===== config.mk =====
export PLATFORM = sky130hd
export DESIGN_NAME = piso_serializer_flat
export DESIGN_NICKNAME = d
export VERILOG_FILES = /design/src/rtl/piso_serializer_pkg.sv /design/src/rtl/piso_serializer_if.sv /design/src/rtl/piso_serializer.sv /design/src/flat_wrapper.sv
export SDC_FILE = /design/constraint.sdc
export NUM_CORES = 1
export LEC_CHECK = 0
export ABC_AREA = 1
export CAP_MARGIN = 20
export CELL_PAD_IN_SITES_DETAIL_PLACEMENT = 1
export CELL_PAD_IN_SITES_GLOBAL_PLACEMENT = 2
export CORE_UTILIZATION = 23
export DETAILED_ROUTE_END_ITERATION = 10
export GPL_TIMING_DRIVEN = 0
export PLACE_DENSITY_LB_ADDON = 0.1
export SYNTH_ARGS = -nofsm -noshare
export SYNTH_HDL_FRONTEND = slang
export SYNTH_SLANG_ARGS = --single-unit

===== constraint.sdc =====
create_clock -name clk -period 2.18 [get_ports clk]
set_input_delay 0.436 -clock clk [delete_from_list [all_inputs] [get_ports clk]]
set_output_delay 0.436 -clock clk [all_outputs]
set_load 0.01 [all_outputs]

===== src/rtl/piso_serializer_pkg.sv =====
// piso_pkg: state encodings and counter-width helper for the PISO serializer
package piso_pkg;

   typedef enum logic [1:0] {
      IDLE   = 2'd0,
      SHIFT  = 2'd1,
      PARITY = 2'd2
   } state_e;

   function automatic int cnt_w(input int w);
      return (w <= 2) ? 1 : $clog2(w);
   endfunction

endpackage


===== src/rtl/piso_serializer_if.sv =====
// piso_serializer_if: parallel load handshake plus serial output bus
interface piso_serializer_if #(
   parameter int WIDTH = 4
);
   logic [WIDTH-1:0] din;
   logic             din_valid;
   logic             din_ready;
   logic             sout_en;
   logic             sout;
   logic             sout_valid;
   logic             sof;
   logic             eof;
   logic             busy;

   modport master (
      output din, din_valid, sout_en,
      input  din_ready, sout, sout_valid, sof, eof, busy
   );

   modport slave (
      input  din, din_valid, sout_en,
      output din_ready, sout, sout_valid, sof, eof, busy
   );

endinterface


===== src/rtl/piso_serializer.sv =====
// piso_serializer: shifts a captured parallel word out one bit per sout_en, with optional even parity
module piso_serializer
   import piso_pkg::*;
#(
   parameter int WIDTH     = 4,
   parameter bit MSB_FIRST = 1'b1,
   parameter bit PARITY_EN = 1'b0
) (
   input logic                clk,
   input logic                rst,
   piso_serializer_if.slave   bus_if
);

   localparam int CW = cnt_w(WIDTH);

   if (WIDTH < 2) begin : g_width_check
      $error("piso_serializer: WIDTH must be >= 2");
   end

   state_e           state_q, state_d;
   logic [WIDTH-1:0] sh_q, sh_d;
   logic [CW-1:0]    cnt_q, cnt_d;
   logic             par_q, par_d;
   logic             head, last, consume;

   assign head    = MSB_FIRST ? sh_q[WIDTH-1] : sh_q[0];
   assign last    = cnt_q == CW'(WIDTH - 1);
   assign consume = (state_q != IDLE) && bus_if.sout_en;

   always_comb begin
      state_d = state_q;
      sh_d    = sh_q;
      cnt_d   = cnt_q;
      par_d   = par_q;
      if (state_q == IDLE && bus_if.din_valid) begin
         sh_d    = bus_if.din;
         par_d   = ^bus_if.din;
         cnt_d   = '0;
         state_d = SHIFT;
      end else if (consume && state_q == SHIFT) begin
         sh_d    = MSB_FIRST ? {sh_q[WIDTH-2:0], 1'b0} : {1'b0, sh_q[WIDTH-1:1]};
         cnt_d   = last ? '0 : cnt_q + 1'b1;
         state_d = last ? (PARITY_EN ? PARITY : IDLE) : SHIFT;
      end else if (consume) begin
         state_d = IDLE;
      end
   end

   always_ff @(posedge clk) begin
      if (rst) begin
         state_q <= IDLE;
         sh_q    <= '0;
         cnt_q   <= '0;
         par_q   <= 1'b0;
      end else begin
         state_q <= state_d;
         sh_q    <= sh_d;
         cnt_q   <= cnt_d;
         par_q   <= par_d;
      end
   end

   // every output decodes registered state only; no din/sout_en feedthrough
   assign bus_if.din_ready  = state_q == IDLE;
   assign bus_if.busy       = state_q != IDLE;
   assign bus_if.sout_valid = state_q != IDLE;
   assign bus_if.sout       = (state_q == SHIFT) ? head : (state_q == PARITY) ? par_q : 1'b0;
   assign bus_if.sof        = state_q == SHIFT && cnt_q == '0;
   assign bus_if.eof        = PARITY_EN ? state_q == PARITY : state_q == SHIFT && last;

endmodule


===== src/flat_wrapper.sv =====
// flat-port wrapper written by rule: the top's interface ports become plain ports
module piso_serializer_flat import piso_pkg::*;
#(
   parameter int WIDTH     = 4,
   parameter bit MSB_FIRST = 1'b1,
   parameter bit PARITY_EN = 1'b0
)
  (clk, rst, bus_if_din, bus_if_din_valid, bus_if_sout_en, bus_if_din_ready, bus_if_sout, bus_if_sout_valid, bus_if_sof, bus_if_eof, bus_if_busy);
  piso_serializer_if #(.WIDTH(WIDTH)) bus_if_i ();
  input logic clk;
  input logic rst;
  input wire logic [$bits(bus_if_i.din)-1:0] bus_if_din;
  input wire logic [$bits(bus_if_i.din_valid)-1:0] bus_if_din_valid;
  input wire logic [$bits(bus_if_i.sout_en)-1:0] bus_if_sout_en;
  output wire logic [$bits(bus_if_i.din_ready)-1:0] bus_if_din_ready;
  output wire logic [$bits(bus_if_i.sout)-1:0] bus_if_sout;
  output wire logic [$bits(bus_if_i.sout_valid)-1:0] bus_if_sout_valid;
  output wire logic [$bits(bus_if_i.sof)-1:0] bus_if_sof;
  output wire logic [$bits(bus_if_i.eof)-1:0] bus_if_eof;
  output wire logic [$bits(bus_if_i.busy)-1:0] bus_if_busy;
  assign bus_if_i.din = bus_if_din;
  assign bus_if_i.din_valid = bus_if_din_valid;
  assign bus_if_i.sout_en = bus_if_sout_en;
  assign bus_if_din_ready = bus_if_i.din_ready;
  assign bus_if_sout = bus_if_i.sout;
  assign bus_if_sout_valid = bus_if_i.sout_valid;
  assign bus_if_sof = bus_if_i.sof;
  assign bus_if_eof = bus_if_i.eof;
  assign bus_if_busy = bus_if_i.busy;
  piso_serializer #(.WIDTH(WIDTH), .MSB_FIRST(MSB_FIRST), .PARITY_EN(PARITY_EN)) u_core (.clk(clk), .rst(rst), .bus_if(bus_if_i));
endmodule

==> results.md, run 1 <==
* Status: finished, violations left
* Failing checks: design-rule violations
* Diodes inserted at 0
* Routed wire length at 833 um
* Per-cell routed wire length at 9.360 um
* Share of the synthesized area in the top cell type at 35.00%
* Instance count of the mapped netlist at 56
* Critical-path cell list: ha_1, nand2_1, inv_1, clkdlybuf4s50_1
* Proportion of synthesized chip area in sequential cells at 35.00%
* Final setup violating endpoints at 0
* H-tree levels at 1
* Critical Path RT at 1.74 ns
* Syn Area/Cell at 7.150 um2
* CP Max Fanout at 4
* Row Count at 14
* Cell type with the highest aggregate area in the netlist: sky130_fd_sc_hd__dfxtp_1
* Type of the worst min-delay path: flop to flop
* Summed negative setup slack over all endpoints at 0 ns
* Clock slew seen by the registers of the worst setup and hold paths at 0.05 ns
* Number of nets in the layout at 84
* Gate family responsible for the most delay along the worst path: buffers and inverters
* Endpoint kind of the worst setup timing path: output pin
* Synthesized netlist net count at 66
* Kind of launch point of the worst setup path: flop
* Number of remaining DRC errors at 1
* Most common cell after layout, fill and taps aside: sky130_fd_sc_hd__clkdlybuf4s50_1
* Maximum achievable frequency at 0.5361 GHz
* Leakage at 0.0002911 uW
* Cell area after synthesis at 400.4 um2
* Via count of the first global-routing pass at 337
* Largest net degree at the start of global routing at 10
* Number of antenna violations at the first check in global routing at 0
* Clock Tree Root: sky130_fd_sc_hd__clkbuf_4
* Vias per std cell at 4.225
* Worst Max-Slew Pin Slew at 0.1935 ns
* Maximum buffer depth of the clock tree at 2
* DR vias at 376
* Critical path's slowest cell: sky130_fd_sc_hd__clkdlybuf4s50_1
* Remaining antenna violation count after routing at 0
* Worst stage delay on the critical path at 0.52 ns
* Post-route clock period utilization at 85.57%
* Post-synthesis register bit count at 7
* Worst slew margin relative to its limit at 87.05%
* Maximum vdd ir drop at 355.8 uV
* Endpoint arrival time on the critical path at 1.43 ns
* Count of instances resized after the clock tree is built at 0
* Synthesis-to-finish area growth at 44.06%
* Iter 0 DRT Violations at 4
* WHS at 0.4781 ns
* Number of clock sinks seen by CTS at 7
* Quantity of I/O buffers inserted on ports at 13
* First drt pass iteration count at 6
* Cts hold-fix bufs at 0
* Max capacitance violation total at 0
* Max-slew violation total from the final report at 0
* Fraction of final layout cells with drive strength greater than 1 at 13.70%
* Starting density of the core at 25.68%
* HPWL after detailed placement at 649.7 um
* Warnings, synthesis at 0
* Final global-route overflow total at 0
* Total Die Area at 1911 um2
* GRT Util Overall at 11.22%
* Buffer count from post-CTS setup fixing at 0
* First-pass GRT wire length at 1469 um
* Routability cong. at 0.6495
* Core footprint at 1559 um2
* TritonCTS clock tree: done
* Power per cell area at 588.3 nW/um2
* Most frequent cells in the layout: 13 x sky130_fd_sc_hd__clkdlybuf4s50_1, 11 x sky130_fd_sc_hd__inv_1, 11 x sky130_fd_sc_hd__nand2_1, 7 x sky130_fd_sc_hd__dfxtp_1, 6 x sky130_fd_sc_hd__a21oi_1
* Final hold violations at 0
* Unrepaired setup endpoints after global routing: no
* Die outline width at 43.72 um
* Die Height at 43.72 um
* Dominant cells by area after synthesis: sky130_fd_sc_hd__dfxtp_1 35%, sky130_fd_sc_hd__inv_1 10%, sky130_fd_sc_hd__nand2_1 10%, sky130_fd_sc_hd__a21oi_1 7.5%, sky130_fd_sc_hd__ha_1 6.3%
* TritonCTS Buffers at 3
* Critical path type: flop to output pin
* Clk_lat worst skew at 0.26 ns
* Util after Layout at 37.00%
* Number of distinct library cells after synthesis at 16
* Maximum clock skew at final layout at 0.009612 ns
* Post-layout minimum cycle time at 1.865 ns
* Count of pins on the block boundary at 14
* Filler Cells Inserted at 199
* CP bufs+invs at 2
[area by class of cell]
class | count | area (um2) | area share (%)
multi-input cells | 34 | 192.7 | 33.41
flip-flops and latches | 7 | 140.1 | 24.29
well taps | 16 | 20.02 | 3.471
clock buffers | 4 | 26.28 | 4.555
inverters | 13 | 48.80 | 8.460
repair buffers | 13 | 130.1 | 22.56
plain buffers | 2 | 18.77 | 3.254
[cells in the mapped netlist]
| master | instances |
|---|---|
| sky130_fd_sc_hd__nor2_1 | 2 |
| sky130_fd_sc_hd__o21ai_0 | 3 |
| sky130_fd_sc_hd__nand3_1 | 3 |
| sky130_fd_sc_hd__a21oi_1 | 6 |
| sky130_fd_sc_hd__o21ai_2 | 1 |
| sky130_fd_sc_hd__nand2_1 | 11 |
| sky130_fd_sc_hd__nand3b_1 | 1 |
| sky130_fd_sc_hd__ha_1 | 2 |
| sky130_fd_sc_hd__o211a_1 | 1 |
| sky130_fd_sc_hd__buf_6 | 1 |
| sky130_fd_sc_hd__o21ai_1 | 2 |
| sky130_fd_sc_hd__buf_4 | 1 |
| sky130_fd_sc_hd__dfxtp_1 | 7 |
| sky130_fd_sc_hd__inv_2 | 2 |
| sky130_fd_sc_hd__inv_1 | 11 |
| sky130_fd_sc_hd__nand2_4 | 2 |
[registers in the layout (all words and copies together) (netlist names)]
| register | flops |
|---|---|
| u_core.state_q | 1 |
| u_core.sh_q | 4 |
| u_core.cnt_q | 2 |
[worst reg2reg max path, delay by kind of cell (launching register included)]
kind / cells / cell delay, ns
flops: 1 / 0.36
fa+ha+maj: 1 / 0.28
compound gates: 2 / 0.22
buf+inv: 1 / 0.06
[metrics by stage]
stage          cells  instance area [um2]  worst slack [ns]  power (uW)
3_3_place_gp      85                550.5            0.5647       221.5
3_5_place_dp      85                550.5            0.5638       221.8
5_1_grt           89                576.8            0.2026       366.1
2_1_floorplan     56                400.4             1.071       186.5
6_report          89                576.8            0.3146       339.3
4_1_cts           89                576.8            0.2828       347.7
[worst paths after layout]
path	to	start	cells past startpoint	slack, ns
setup / recovery	bus_if_eof	u_core.cnt_q[0]	4	0.31
setup reg to reg	u_core.cnt_q[1]	u_core.cnt_q[0]	4	1.15
hold reg to reg	u_core.sh_q[0]	u_core.sh_q[0]	2	0.48
hold / removal	u_core.sh_q[0]	u_core.sh_q[0]	2	0.48
[kinds of logic after synthesis]
group	share of synthesized area, %
and+or+nand+nor	23.44
buffers and inverters	16.88
AOI/OAI and AO/OA	18.44
DFF	35.00
adders and majority gates	6.249
[routing by layer]
| layer | share of wire [%] | track usage, % | routed length, um |
|---|---|---|---|
| met4 | 0 | 5.625 | 0 |
| met2 | 42 | 12.84 | 348 |
| met5 | 0 | 0 | 0 |
| met1 | 50 | 15.42 | 416 |
| met3 | 8.3 | 7.500 | 69 |
[power by group]
part           total (uW)  internal, uW  switching [uW]
clock                 122          70.1            51.5
combinational        76.1          40.1            35.9
sequential            142           137            4.61
Power figures use the tool's default switching activity.
==> run 2: changes to the inputs <==
- ABC_AREA: 1 -> unset
- CORE_UTILIZATION: 23 -> 24
==> run 2 against run 1 <==
The flow now finishes without violations. Design area shrank 5.0%. Fmax down 3.4%. Synthesized cell count decreased by 25%. Final cell count shrank 17%. Routed wire length grew 7.2%. Total power fell by 2.4%. Clock skew shrank 0.0068 ns. Global-route usage up 0.11 points. Sequential cell count did not move. Register-to-register slack about the same. Via count shrank 6.4%. Non-clock buffer count did not move.
==> results.md, run 2 <==
* Routability cong. at 0.7187
* Iter 0 DRT Violations at 1
* Maximum achievable frequency at 0.5181 GHz
* Endpoint kind of the worst setup timing path: output pin
* Clk_lat worst skew at 0.26 ns
* First-pass GRT wire length at 1469 um
* Warnings, synthesis at 0
* Max capacitance violation total at 0
* Via count of the first global-routing pass at 377
* Die Height at 41.42 um
* Number of remaining DRC errors at 0
* Fin area at 548.0 um2
* Type of the worst min-delay path: flop to flop
* Most frequently used flop master after synthesis: sky130_fd_sc_hd__dfxtp_1
* Largest net degree at the start of global routing at 11
* Final setup violating endpoints at 0
* Vias per std cell at 4.757
* Number of enable-type register cells in the synthesized netlist at 0
* Core footprint at 1366 um2
* Clock Tree Root: sky130_fd_sc_hd__clkbuf_4
* HPWL after detailed placement at 691.7 um
* Fraction of final layout cells with drive strength greater than 1 at 15.25%
* Cell area after synthesis at 372.9 um2
* Post-route clock period utilization at 88.54%
* Cell type with the highest aggregate area in the netlist: sky130_fd_sc_hd__dfxtp_1
* Status: complete, no violations
* Number of distinct library cells after synthesis at 18
* Buffer count from post-CTS setup fixing at 0
* Dominant cells by area after synthesis: sky130_fd_sc_hd__dfxtp_1 38%, sky130_fd_sc_hd__a311oi_1 7.0%, sky130_fd_sc_hd__ha_1 6.7%, sky130_fd_sc_hd__mux2i_1 5.4%, sky130_fd_sc_hd__nand2_1 5.0%
* GRT Util Overall at 11.33%
* Worst slew margin relative to its limit at 80.75%
* Smallest setup slack after layout at 0.2497 ns
* Total power after layout at 331.3 uW
* CP Max Fanout at 10
* Synthesized netlist net count at 52
* Filler Cells Inserted at 168
* Summed negative setup slack over all endpoints at 0 ns
* Maximum vdd ir drop at 305.1 uV
* Number of antenna violations at the first check in global routing at 0
* Clock slew seen by the registers of the worst setup and hold paths at 0.06 ns
* Leakage at 0.0002251 uW
* Row Count at 13
* Kind of launch point of the worst setup path: flop
* CP bufs+invs at 2
* Post-synthesis register bit count at 7
* DR vias at 352
* Maximum buffer depth of the clock tree at 2
* TritonCTS clock tree: done
* Most used standard cell by instance count after synthesis: sky130_fd_sc_hd__dfxtp_1
* Unrepaired setup endpoints after global routing: no
* TritonCTS Buffers at 3
* Number of nets in the layout at 70
* Per-cell routed wire length at 12.07 um
* First drt pass iteration count at 2
* Routed wire length at 893 um
* Diodes inserted at 0
* Most common library cells after synthesis: 7 x sky130_fd_sc_hd__dfxtp_1, 5 x sky130_fd_sc_hd__nand2_1, 5 x sky130_fd_sc_hd__nor2_1
* Worst stage delay on the critical path at 0.52 ns
* Cts hold-fix bufs at 0
* Die outline width at 41.42 um
* Final global-route overflow total at 0
* Biggest register: u_core.sh_q
* Proportion of synthesized chip area in sequential cells at 37.58%
* Syn Area/Cell at 8.878 um2
* Number of flip-flops in the largest register at 4
* Count of instances resized after the clock tree is built at 0
* Max-slew violation total from the final report at 0
* Top Registers: u_core.sh_q (4), u_core.cnt_q (2), u_core.state_q (1)
* Dpl cell area at 521.8 um2
* Quantity of I/O buffers inserted on ports at 13
* Power per cell area at 604.6 nW/um2
* Async SR Flop Fraction at 0%
* Post-layout minimum cycle time at 1.930 ns
* Worst Max-Slew Pin Slew at 0.2878 ns
* Count of pins on the block boundary at 14
* Instance count of the mapped netlist at 42
* Synthesis-to-finish area growth at 46.98%
* Share of the synthesized area in the top cell type at 37.58%
* Post-place setup slack at 0.5215 ns
* Maximum clock skew at final layout at 0.002786 ns
* Total Die Area at 1715 um2
* Remaining antenna violation count after routing at 0
* Critical-path cell list: buf_6, and2_4, clkdlybuf4s50_1
* Most frequent cells in the layout: 13 x sky130_fd_sc_hd__clkdlybuf4s50_1, 7 x sky130_fd_sc_hd__dfxtp_1, 5 x sky130_fd_sc_hd__nor2_1, 5 x sky130_fd_sc_hd__nand2_1
* Number of clock sinks seen by CTS at 7
* Gate family responsible for the most delay along the worst path: buffers and inverters
* Critical path type: flop to output pin
* Endpoint arrival time on the critical path at 1.49 ns
* Critical Path RT at 1.74 ns
* Starting density of the core at 27.29%
* Critical path's slowest cell: sky130_fd_sc_hd__clkdlybuf4s50_1
* Most common cell after layout, fill and taps aside: sky130_fd_sc_hd__clkdlybuf4s50_1
* H-tree levels at 1
* Final hold violations at 0
==> run 2: cell types whose count changed after synthesis, moves of 2 or more <==
cell / change
sky130_fd_sc_hd__o21ai_0: -3
sky130_fd_sc_hd__a311oi_1: +3
sky130_fd_sc_hd__mux2i_1: +2
sky130_fd_sc_hd__nor3_1: +2
sky130_fd_sc_hd__a21oi_1: -6
sky130_fd_sc_hd__nor2_1: +3
sky130_fd_sc_hd__inv_2: -2
sky130_fd_sc_hd__nand2_1: -6
sky130_fd_sc_hd__and2_1: +2
sky130_fd_sc_hd__o21ai_1: -2
sky130_fd_sc_hd__inv_1: -8
==> run 2: final timing paths <==
kind	end	start	slack [ns]	cells after the start
setup / recovery	bus_if_eof	u_core.state_q[0]	0.25	3
setup reg to reg	u_core.sh_q[1]	u_core.state_q[0]	1.14	4
hold / removal	u_core.sh_q[0]	u_core.sh_q[0]	0.49	2
hold reg to reg	u_core.sh_q[0]	u_core.sh_q[0]	0.49	2
==> run 2: logic make-up after synthesis <==
kind of cell	count (synthesis)	share of synthesized area, %
muxes	2	5.369
and+or+nand+nor	21	30.87
DFF	7	37.58
buffers and inverters	5	8.054
AOI/OAI and AO/OA	5	11.41
adders and majority gates	2	6.710
==> run 2: stage by stage <==
| step | util [%] | hold slack, ns | instances |
|---|---|---|---|
| after floorplan | - | 0.4452 | 42 |
| after global placement | 38.19 | 0.4603 | 70 |
| after detailed placement | 38.19 | 0.4837 | 70 |
| after CTS | 40.11 | 0.4922 | 74 |
| after global routing | 40.11 | 0.5097 | 74 |
| final | 40.11 | 0.4854 | 74 |
==> run 2: power breakdown <==
part | leakage, uW | switching, uW | internal [uW]
Combinational | 0.000152 | 27.6 | 37.5
Sequential | 0.0000576 | 5.15 | 136
Clock | 0.0000150 | 54.9 | 70.3
==> run 2: area by class of cell <==
type / instances / area, um2 / area share, %
multi-input cells: 30 / 202.7 / 36.99
flip-flops and latches: 7 / 140.1 / 25.57
repair buffers: 13 / 130.1 / 23.74
clock buffers: 4 / 26.28 / 4.795
plain buffers: 2 / 18.77 / 3.425
well taps: 15 / 18.77 / 3.425
inverters: 3 / 11.26 / 2.055
==> run 2: layer usage <==
| layer | part of all wire, % | wire length, um | track usage, % |
|---|---|---|---|
| met3 | 5.4 | 48 | 1.739 |
| met2 | 46 | 407 | 18.44 |
| met4 | 3.5 | 31 | 11.61 |
| met5 | 0 | 0 | 0 |
| met1 | 45 | 406 | 11.94 |
==> run 2: worst reg2reg max path: cells and delay by family (launching register included) <==
| family | cells | cell delay, ns |
|---|---|---|
| buffers and inverters | 1 | 0.16 |
| AO/OA/AOI/OAI | 1 | 0.28 |
| flip-flops | 1 | 0.35 |
| AND/OR/NAND/NOR | 2 | 0.16 |
==> run 3: changes to the inputs <==
- CORE_MARGIN: unset -> 3
==> run 3 against run 2 <==
Clock power fell by 6%. Largest cell class unchanged. Sequential power barely moved. Register-to-register slack barely moved. Via count rose by 3.7%. Total power fell by 2.0%. Worst setup slack improved by 0.0098 ns. Clock-buffer cell count did not move. Highest routed layer is now met3. Combinational power barely moved. First-iteration DRC count rose to 5.0 times the previous value.
==> results.md, run 3 (same netlist as run 2, synthesis figures left out) <==
* Number of flip-flops in the largest register at 4
* Row Count at 13
* Core footprint at 1383 um2
* Unrepaired setup endpoints after global routing: no
* Final setup violating endpoints at 0
* TritonCTS clock tree: done
* Endpoint arrival time on the critical path at 1.48 ns
* Number of nets in the layout at 70
* Length of routed met2 wiring at 439 um
* Critical Path RT at 1.74 ns
* Remaining antenna violation count after routing at 0
* Maximum clock skew at final layout at 0.006594 ns
* Wl on met1 at 359 um
* Diodes inserted at 0
* WHS at 0.4808 ns
* Critical path type: flop to output pin
* Clk_lat worst skew at 0.25 ns
* Util after Layout at 39.64%
* Top metal layer carrying routed signals: met3
* Endpoint kind of the worst setup timing path: output pin
* Top Registers: u_core.sh_q (4), u_core.cnt_q (2), u_core.state_q (1)
* Most frequent cells in the layout: 13 x sky130_fd_sc_hd__clkdlybuf4s50_1, 7 x sky130_fd_sc_hd__dfxtp_1, 5 x sky130_fd_sc_hd__nor2_1, 5 x sky130_fd_sc_hd__nand2_1
* H-tree levels at 1
* Kind of launch point of the worst setup path: flop
* Number of clock sinks seen by CTS at 7
* Max-slew violation total from the final report at 0
* GRT Util Overall at 10.45%
* Clock slew seen by the registers of the worst setup and hold paths at 0.06 ns
* Buffer count from post-CTS setup fixing at 0
* Number of remaining DRC errors at 0
* Most common cell after layout, fill and taps aside: sky130_fd_sc_hd__clkdlybuf4s50_1
* First-pass GRT wire length at 1511 um
* Routability cong. at 0.6836
* Final hold violations at 0
* Combinational share of power at 20.0%
* Critical path's slowest cell: sky130_fd_sc_hd__clkdlybuf4s50_1
* Quantity of I/O buffers inserted on ports at 13
* TritonCTS Buffers at 3
* Maximum achievable frequency at 0.5207 GHz
* Largest net degree at the start of global routing at 11
* Portion of total power attributed to the clock network at 36.4%
* Internal power summed over all cells at 243.4 uW
* Detailed route wirelength on metal3 at 92 um
* Fraction of final layout cells with drive strength greater than 1 at 15.25%
* Worst Max-Slew Pin Slew at 0.2821 ns
* Iter 0 DRT Violations at 5
* Via count of the first global-routing pass at 331
* Worst stage delay on the critical path at 0.47 ns
* Total Die Area at 2063 um2
* Number of antenna violations at the first check in global routing at 0
* Summed negative setup slack over all endpoints at 0 ns
* Worst slew margin relative to its limit at 81.14%
* Vias per std cell at 4.932
* CP Max Fanout at 4
* Flop pwr share at 43.6%
* Die Height at 45.42 um
* Maximum vdd ir drop at 325.5 uV
* Critical-path cell list: inv_1, ha_1, and2_1, clkdlybuf4s50_1
* Leakage at 0.0002251 uW
* Final global-route overflow total at 0
* Post-layout minimum cycle time at 1.920 ns
* First drt pass iteration count at 4
* Cts hold-fix bufs at 0
* Switching Share at 25.04%
* Status: complete, no violations
* Net load switching power at 81.31 uW
* HPWL after detailed placement at 705.1 um
* Max capacitance violation total at 0
* Clock Tree Root: sky130_fd_sc_hd__clkbuf_4
* Maximum buffer depth of the clock tree at 2
* Biggest register: u_core.sh_q
* Per-cell routed wire length at 12.04 um
* Count of pins on the block boundary at 14
* Post-route clock period utilization at 88.09%
* Type of the worst min-delay path: flop to flop
* Synthesis-to-finish area growth at 46.98%
* Starting density of the core at 26.97%
* Power per cell area at 592.5 nW/um2
* Die outline width at 45.42 um
* DR vias at 365
* Count of instances resized after the clock tree is built at 0
* Routed wire length at 891 um
[run 3: cell counts in the layout (fill, tap and decap cells not counted)]
Identical to the previous run, type by type.
[run 3: power groups by stage]
stage	Sequential [uW]	Clock, uW	Combinational (uW)
final	141	118	64.9
after global routing	143	138	70.0
after CTS	141	124	65.8
after detailed placement	144	0	65.4
after global placement	143	0	63.2
after floorplan	143	0	31.1
[run 3: metrics by stage]
step	area [um2]	setup slack, ns	power, uW	std cells
finish	548.0	0.2595	324.7	74
global route	548.0	0.1643	350.6	74
CTS	548.0	0.2353	331.5	74
detailed placement	521.8	0.5136	209.6	70
global placement	521.8	0.5307	206.6	70
floorplan	372.9	1.008	174.5	42
[run 3: final timing paths]
path / startpoint / cells after the start / to / slack [ns]
max: u_core.cnt_q[0] / 4 / bus_if_sof / 0.26
min: u_core.sh_q[3] / 2 / u_core.sh_q[3] / 0.48
max reg2reg: u_core.cnt_q[0] / 4 / u_core.cnt_q[1] / 1.15
min reg2reg: u_core.sh_q[3] / 2 / u_core.sh_q[3] / 0.48
[run 3: final cells by class]
class / instances / area [um2]
sequential: 7 / 140.1
buffer: 2 / 18.77
inverter: 3 / 11.26
tap: 15 / 18.77
fill: 162 / 834.6
timing repair buffer: 13 / 130.1
clock buffer: 4 / 26.28
multi-input combinational: 30 / 202.7
[run 3: metal layers]
metal / global-route usage (%) / vias up
met5: 0 / -
met4: 1.754 / 0
met3: 7.115 / 0
met2: 16.16 / 17
met1: 11.99 / 169
li1: - / 179
[run 3: worst max-delay path: cells and delay by family, from the launching register on]
kind / cells / cell delay, ns
fa+ha+maj: 1 / 0.19
buf+inv: 2 / 0.53
flops: 1 / 0.37
simple gates: 1 / 0.15
